## src/rtl/multicycle_ctrl.sv

```systemverilog
// Sequencing FSM for the multi-cycle RV32I core. Walks each instruction through
// FETCH/DECODE/EXEC/MEM/WB, arbitrates the single memory port between fetch and
// data access, and gates the decoder's write requests and the pc update.
module multicycle_ctrl #(
  parameter int unsigned TIMEOUT = 255,
  parameter int unsigned CNT_W   = 8
) (
  input  logic        clk,
  input  logic        rst_n,
  input  logic [6:0]  opcode,
  input  logic        dec_rf_we,
  input  logic        dec_dram_we,
  input  logic        mem_rdy,
  output logic        mem_req,
  output logic        mem_sel,
  output logic        mem_we,
  output logic        ir_we,
  output logic        pc_we,
  output logic        rf_we,
  output logic [2:0]  state,
  output logic        err,
  output logic [31:0] inst_retired
);

  localparam logic [6:0]       OpLoad     = 7'b0000011;
  localparam logic [6:0]       OpStore    = 7'b0100011;
  localparam logic [6:0]       OpBranch   = 7'b1100011;
  localparam logic [CNT_W-1:0] TimeoutCnt = CNT_W'(TIMEOUT);

  typedef enum logic [2:0] {
    StFetch  = 3'd0,
    StDecode = 3'd1,
    StExec   = 3'd2,
    StMem    = 3'd3,
    StWb     = 3'd4,
    StHalt   = 3'd5
  } state_e;

  state_e           state_q, state_d;
  logic [CNT_W-1:0] cnt_q;
  logic             err_q;
  logic [31:0]      retired_q;

  logic req_raw, sel_raw, we_raw, ir_raw, pc_raw, rf_raw;
  logic timeout;

  // Fault only when the wait budget is used up and memory still is not ready.
  assign timeout = (cnt_q == TimeoutCnt) && !mem_rdy;

  // Next-state and ungated strobe decode from the current state and inputs.
  always_comb begin
    state_d = state_q;
    req_raw = 1'b0;
    sel_raw = 1'b0;
    we_raw  = 1'b0;
    ir_raw  = 1'b0;
    pc_raw  = 1'b0;
    rf_raw  = 1'b0;
    unique case (state_q)
      StFetch: begin
        req_raw = 1'b1;
        if (mem_rdy) begin
          ir_raw  = 1'b1;
          state_d = StDecode;
        end else if (timeout) begin
          state_d = StHalt;
        end
      end
      StDecode: state_d = StExec;
      StExec: begin
        if (opcode == OpLoad || opcode == OpStore) begin
          state_d = StMem;
        end else if (opcode == OpBranch) begin
          pc_raw  = 1'b1;
          state_d = StFetch;
        end else begin
          state_d = StWb;
        end
      end
      StMem: begin
        req_raw = 1'b1;
        sel_raw = 1'b1;
        // Held through the wait; memory commits the write on the rdy cycle.
        we_raw  = dec_dram_we;
        if (mem_rdy) begin
          if (opcode == OpStore) begin
            pc_raw  = 1'b1;
            state_d = StFetch;
          end else begin
            state_d = StWb;
          end
        end else if (timeout) begin
          state_d = StHalt;
        end
      end
      StWb: begin
        rf_raw  = dec_rf_we;
        pc_raw  = 1'b1;
        state_d = StFetch;
      end
      StHalt:  state_d = StHalt;
      default: state_d = StFetch;
    endcase
  end

  // Strobes drop as soon as reset asserts, without waiting for a clock.
  assign mem_req = req_raw & rst_n;
  assign mem_sel = sel_raw;
  assign mem_we  = we_raw & rst_n;
  assign ir_we   = ir_raw & rst_n;
  assign pc_we   = pc_raw & rst_n;
  assign rf_we   = rf_raw & rst_n;

  assign state        = state_q;
  assign err          = err_q;
  assign inst_retired = retired_q;

  // State, wait counter, sticky fault and retirement counter.
  always_ff @(posedge clk or negedge rst_n) begin
    if (!rst_n) begin
      state_q   <= StFetch;
      cnt_q     <= '0;
      err_q     <= 1'b0;
      retired_q <= '0;
    end else begin
      state_q <= state_d;
      if (state_d != state_q) begin
        cnt_q <= '0;
      end else if ((state_q == StFetch || state_q == StMem) && !mem_rdy) begin
        cnt_q <= cnt_q + CNT_W'(1);
      end
      if (state_d == StHalt) begin
        err_q <= 1'b1;
      end
      if (pc_raw) begin
        retired_q <= retired_q + 32'd1;
      end
    end
  end

endmodule

```

## config.mk

```make
export PLATFORM = sky130hd
export DESIGN_NAME = multicycle_ctrl
export DESIGN_NICKNAME = d
export VERILOG_FILES = /design/src/rtl/multicycle_ctrl.sv
export SDC_FILE = /design/constraint.sdc
export NUM_CORES = 1
export LEC_CHECK = 0
export ABC_AREA = 0
export CAP_MARGIN = 30
export CORE_ASPECT_RATIO = 0.8
export CORE_MARGIN = 3
export CORE_UTILIZATION = 56
export DETAILED_ROUTE_END_ITERATION = 8
export DONT_BUFFER_PORTS = 1
export GPL_TIMING_DRIVEN = 0
export PLACE_DENSITY = 0.82
export SLEW_MARGIN = 15
export SYNTH_ARGS = -nofsm -noshare
export SYNTH_HDL_FRONTEND = slang
export SYNTH_SLANG_ARGS = --single-unit
export TNS_END_PERCENT = 20
```

## constraint.sdc

```tcl
create_clock -name clk -period 1.8 [get_ports clk]
set_input_delay 0.27 -clock clk [delete_from_list [all_inputs] [get_ports clk]]
set_output_delay 0.27 -clock clk [all_outputs]
set_load 0.02 [all_outputs]
```

After elaboration in Yosys (flattened, before gate mapping)
Index checks and enable logic that the tools add are counted.
Word-level totals
  input bits: 12
  RAM bits: 0
  bits in latches: 0
  ROM bits: 0
  memories kept: 0
  bits in registers: 44
Operators by class
  multiplexer cells: 20
  multipliers: 0
  add/subtract/negate cells: 2
  div/mod/pow operators: 0
  reduce and logical (&&, ||, !) cells: 8
  bitwise logic cells: 5
  equal/unequal tests: 11
  shift-type cells: 0
  $lt $le $gt $ge: 0
Operator list (number)
  adder 32 x 1 -> 32 bit (second input constant): 1
  2-to-1 mux 3 bit: 6
  2-to-1 mux 8 bit: 2
  case mux 3 bit (5 select lines): 1
  2-to-1 mux 1 bit: 10
  == test 3 bit (second input constant): 3
  adder 8 x 1 -> 8 bit (second input constant): 1
  == test 8 bit (second input constant): 1
  == test 7 x 2 -> 1 bit (second input constant): 1
  == test 7 x 6 -> 1 bit (second input constant): 1
  == test 7 bit (second input constant): 1
  == test 3 x 2 -> 1 bit (second input constant): 2
  AND 1 bit: 5
  == test 3 x 1 -> 1 bit (second input constant): 1
  zero test 3 bit: 1
  inequality test 3 bit: 1
  case mux 1 bit (3 select lines): 1
  logical AND 1 bit: 2
  logical OR 1 bit: 2
  nonzero test 2 bit: 1
  OR reduction 2 bit: 1
  zero test 1 bit: 1

Depth between registers and ports, before layout
  word-level depth: 7
  depth in mapped cells: 7

Least setup slack after synthesis
No wires, ideal clock.
  kind: reg-to-output
  start: register state_q[1] (netlist: state[1])
  end: output port pc_we
  stages on the path, launching flop included: 6
  slack: -0.288 ns
  path buffers: 2
  data required time: 1.530 ns
  arrival time: 1.818 ns
  cells stage by stage: dfrtp_1 clkbuf_1 nand2b_1 o41a_1 buf_2 nor2b_1
Between the ends
  word-level cells in the longest chain between the ends: 3
  elaborated cells between the ends (all ways): 5
  those cells by class: 3 x eq/ne; 1 x mux; 1 x bitwise
RTL lines
  start, declared: RTL line 39  | state_e state_q, state_d;
  start signal, assigned: RTL line 121  | state_q <= StFetch;
  start signal, assigned: RTL line 126  | state_q <= state_d;
  == test 3 bit or == test 3 x 2 -> 1 bit (tied branches): RTL line 59  | unique case (state_q)
  case mux 1 bit (3 select lines) *: RTL line 59
  AND 1 bit *: RTL line 111  | assign pc_we = pc_raw & rst_n;
  end, declared: RTL line 18  | output logic pc_we,
Every way passes the cells marked *; elsewhere a longest branch is shown, timed or not.

Worst setup path in the final report
  start: register state_q[0] (netlist: state[0])
  end: register retired_q[26] (netlist: inst_retired[26])
Between the ends
  word-level cells in the longest chain between the ends: 2
  elaborated cells between the ends (all ways): 4
  those cells by class: 3 x eq/ne; 1 x mux
RTL lines
  == test 3 bit or == test 3 x 2 -> 1 bit (tied branches): RTL line 59
  case mux 1 bit (3 select lines) *: RTL line 59
  end signal, assigned: RTL line 136  | retired_q <= retired_q + 32'd1;
  end, declared: RTL line 42  | logic [31:0] retired_q;
Marked as above.
A chain may end at the register's enable or synchronous reset.

==> impl_metrics.ini <==
[outcome]
outcome = finished, violations left
violations = negative setup slack

[power]
vdd_drop_max_uv = 992
pwr_density_cell_mw_per_mm2 = 1110
p_leak_nw = 1.22
power_mw = 3.39

[worst_setup_path]
crit_path_top_delay_cell = dfrtp_2
critPathMaxFanout = 10
critPathRequiredTime_ns = 2.01
criticalPathCategory = reg2reg
crit_chain = and3b_1 > a21oi_2 > o41a_1 > buf_6 > buf_12 > nor4_2 > xor2_1
crit_arrival_ns = 2.34
slowest_delay_ns = 0.49
start_kind = register
end_kind = register

[layout]
fillers = 223
fin_nets = 266
n_antenna_cell = 0
drive_gt1_share_pct = 39.1
area_growth_pct = 31.1
seq_area_sq_mm = 0.00112
multi_input_area_sq_mm = 0.00148

[global_route]
grt_overflow = 0
grt_pass1_vias = 1804
grt_pass1_wl_microns = 9150
track_usage_pct = 23.4
grt_start_max_net_pins = 45
antenna_found_initial = 0

[clock_tree]
cts_root_buf = clkbuf_8
clk_path_buf_depth = 2
clkSinkCount = 44
clk_pin_slew_worst_paths_ns = 0.08
numCtsBuffers = 5
cts_tree = built
cts_htree_levels = 2
clk_latency_ns = 0.30

[job]
cap_violations = 0

[sta]
drv_slew = 0
finalCritPeriodShare_pct = 118
relSlewSlack_pct = 65.7
fin_skew_ns = 0.0114
setup_ws_ns = -0.324
setup_viol = 39
setup_tns_ns = -6.21
finalCriticalPeriod_ns = 2.12
worst_pin_slew_ns = 0.514
max_freq_mhz = 471
rsz0062_at_grt = yes
hold_violations = 0

[detailed_routing]
top_layer = met4
wl_met1_microns = 2640
first_pass_iters = 7
viasPerCell = 6.35
antenna_left = 0
wl_microns = 6410
via_count = 1955
wl_met2_microns = 3110
wl_per_cell_microns = 20.8
route.met3.wl_microns = 553
drt_iter0_drc = 214
drc = 0

[die]
chipHeight_microns = 63.7
row_count = 20
start_util_pct = 59.6
coreArea_sq_mm = 0.00390
io_pins = 54
die_w_microns = 78.1
die_area_sq_mm = 0.00497

[placement]
port-buffer-count = 0
place.gp.congestion = 0.841
dp_slack_ns = -0.268
place_hpwl_microns = 3590

[yosys]
ys_top_cells_by_count = 44 x dfrtp_1, 29 x xor2_1, 17 x nand2_1
synth_area_leader_cell = dfrtp_1
synth_area_sq_mm = 0.00233
synth_nets = 245
avgSynthCellArea_sq_um = 10.1
async_flop_share_pct = 100
synth_top_area_share_pct = 47.3
synth_edf_count = 0
postSynthCellCount = 231
synth_most_common_cell = dfrtp_1
yosysUniqueCellTypes = 43
synth.area.top_cells = dfrtp_1 47%, xor2_1 11%, nor3_1 3.4%, nand2_1 2.7%, nor2_1 2.4%
ys_warn_count = 0
synth_ff_type = dfrtp_1
synth_seq_cells = 44
synth-seq-area-share_pct = 47.3

[min_path]
hp-class = in2reg
## cell type report
| cell class | instances | area share [%] |
|---|---|---|
| Multi-Input combinational cell | 171 | 48.6 |
| Sequential cell | 44 | 36.8 |
| Timing Repair Buffer | 14 | 4.84 |
| Buffer | 8 | 3.40 |
| Clock buffer | 8 | 2.95 |
| Tap cell | 55 | 2.26 |
| Inverter | 8 | 1.15 |
## report_power, final
| group | internal, mW | switching, mW |
|---|---|---|
| combinational | 0.630 | 0.748 |
| clock | 0.313 | 0.329 |
| sequential | 1.10 | 0.261 |
## layer usage
layer | GRT usage (%) | up-vias
met5 | 0 | -
met4 | 7.21 | 0
met3 | 7.86 | 12
met2 | 34.2 | 113
met1 | 32.8 | 967
li1 | - | 863
## per-stage QoR
stage / hold WS (ns) / instances / cell area, sq um / util [%]
after detailed placement: -0.0250 / 286 / 2450 / 62.8
after CTS: 0.214 / 307 / 2860 / 73.4
final: 0.219 / 308 / 3050 / 78.2
after global placement: -0.0249 / 286 / 2450 / 62.8
after global routing: 0.255 / 308 / 3050 / 78.2
after floorplan: -0.0256 / 231 / 2380 / -
## final timing paths
| kind | from | slack, ns | cells past startpoint | end |
|---|---|---|---|---|
| worst max-delay path | state[0] | -0.32 | 7 | inst_retired[26] |
| min in group asynchronous | rst_n | 0.44 | 2 | inst_retired[9] |
| worst max register to register | state[0] | -0.32 | 7 | inst_retired[26] |
| worst min register to register | cnt_q[7] | 0.56 | 2 | cnt_q[7] |
| worst min-delay path | opcode[6] | 0.22 | 3 | state[1] |
| max in group asynchronous | rst_n | 1.13 | 2 | inst_retired[4] |
## cell families after synthesis
logic type	Yosys count	synth area share, %
fa+ha+maj	2	1.08
compound gates	22	6.02
mux	2	0.968
flops	44	47.3
simple gates	110	28.3
buf+inv	16	3.12
xor+xnor	35	13.2
## registers in the layout (all words and copies together), names as in the netlist
name and flops:
cnt_q 8, inst_retired 32, state 3, err 1
## cells in the final DEF, fill, tap and decap left out, types with 3 or more instances in the layout
cell	netlist	final
and3_1	4	3
buf_4	1	7
nand2_1	17	15
nor4_2	4	6
nor4_4	0	4
xor2_1	29	29
o21ai_0	4	4
nor3_4	0	6
and2_1	3	3
dfrtp_2	0	18
dfrtp_1	44	26
clkbuf_8	0	7
inv_1	8	6
nand4_1	8	8
nor2_1	15	11
a21oi_1	8	7
xnor2_1	6	5
clkbuf_1	5	3
nor4b_4	0	4
nand3_1	9	8
buf_12	0	4
buf_6	1	5
nor3_2	0	8
nand2b_1	4	3
## worst max-delay path, delay by kind of cell (launching register included)
kind | cells | cell delay, ns
AND/OR/NAND/NOR | 2 | 0.55
flip-flops | 1 | 0.49
AO/OA/AOI/OAI | 2 | 0.47
buffers and inverters | 2 | 0.31
XOR/XNOR | 1 | 0.21
## repair_timing
item / in CTS / in global routing
hold buffers: 2 / 0
hold endpoints to repair: 44 / 0
gates resized for setup: 47 / 47
buffers inserted: 11 / 1
pin swaps: 9 / 17
setup endpoints to repair: 40 / 46
(Power assumes the default switching activity.)
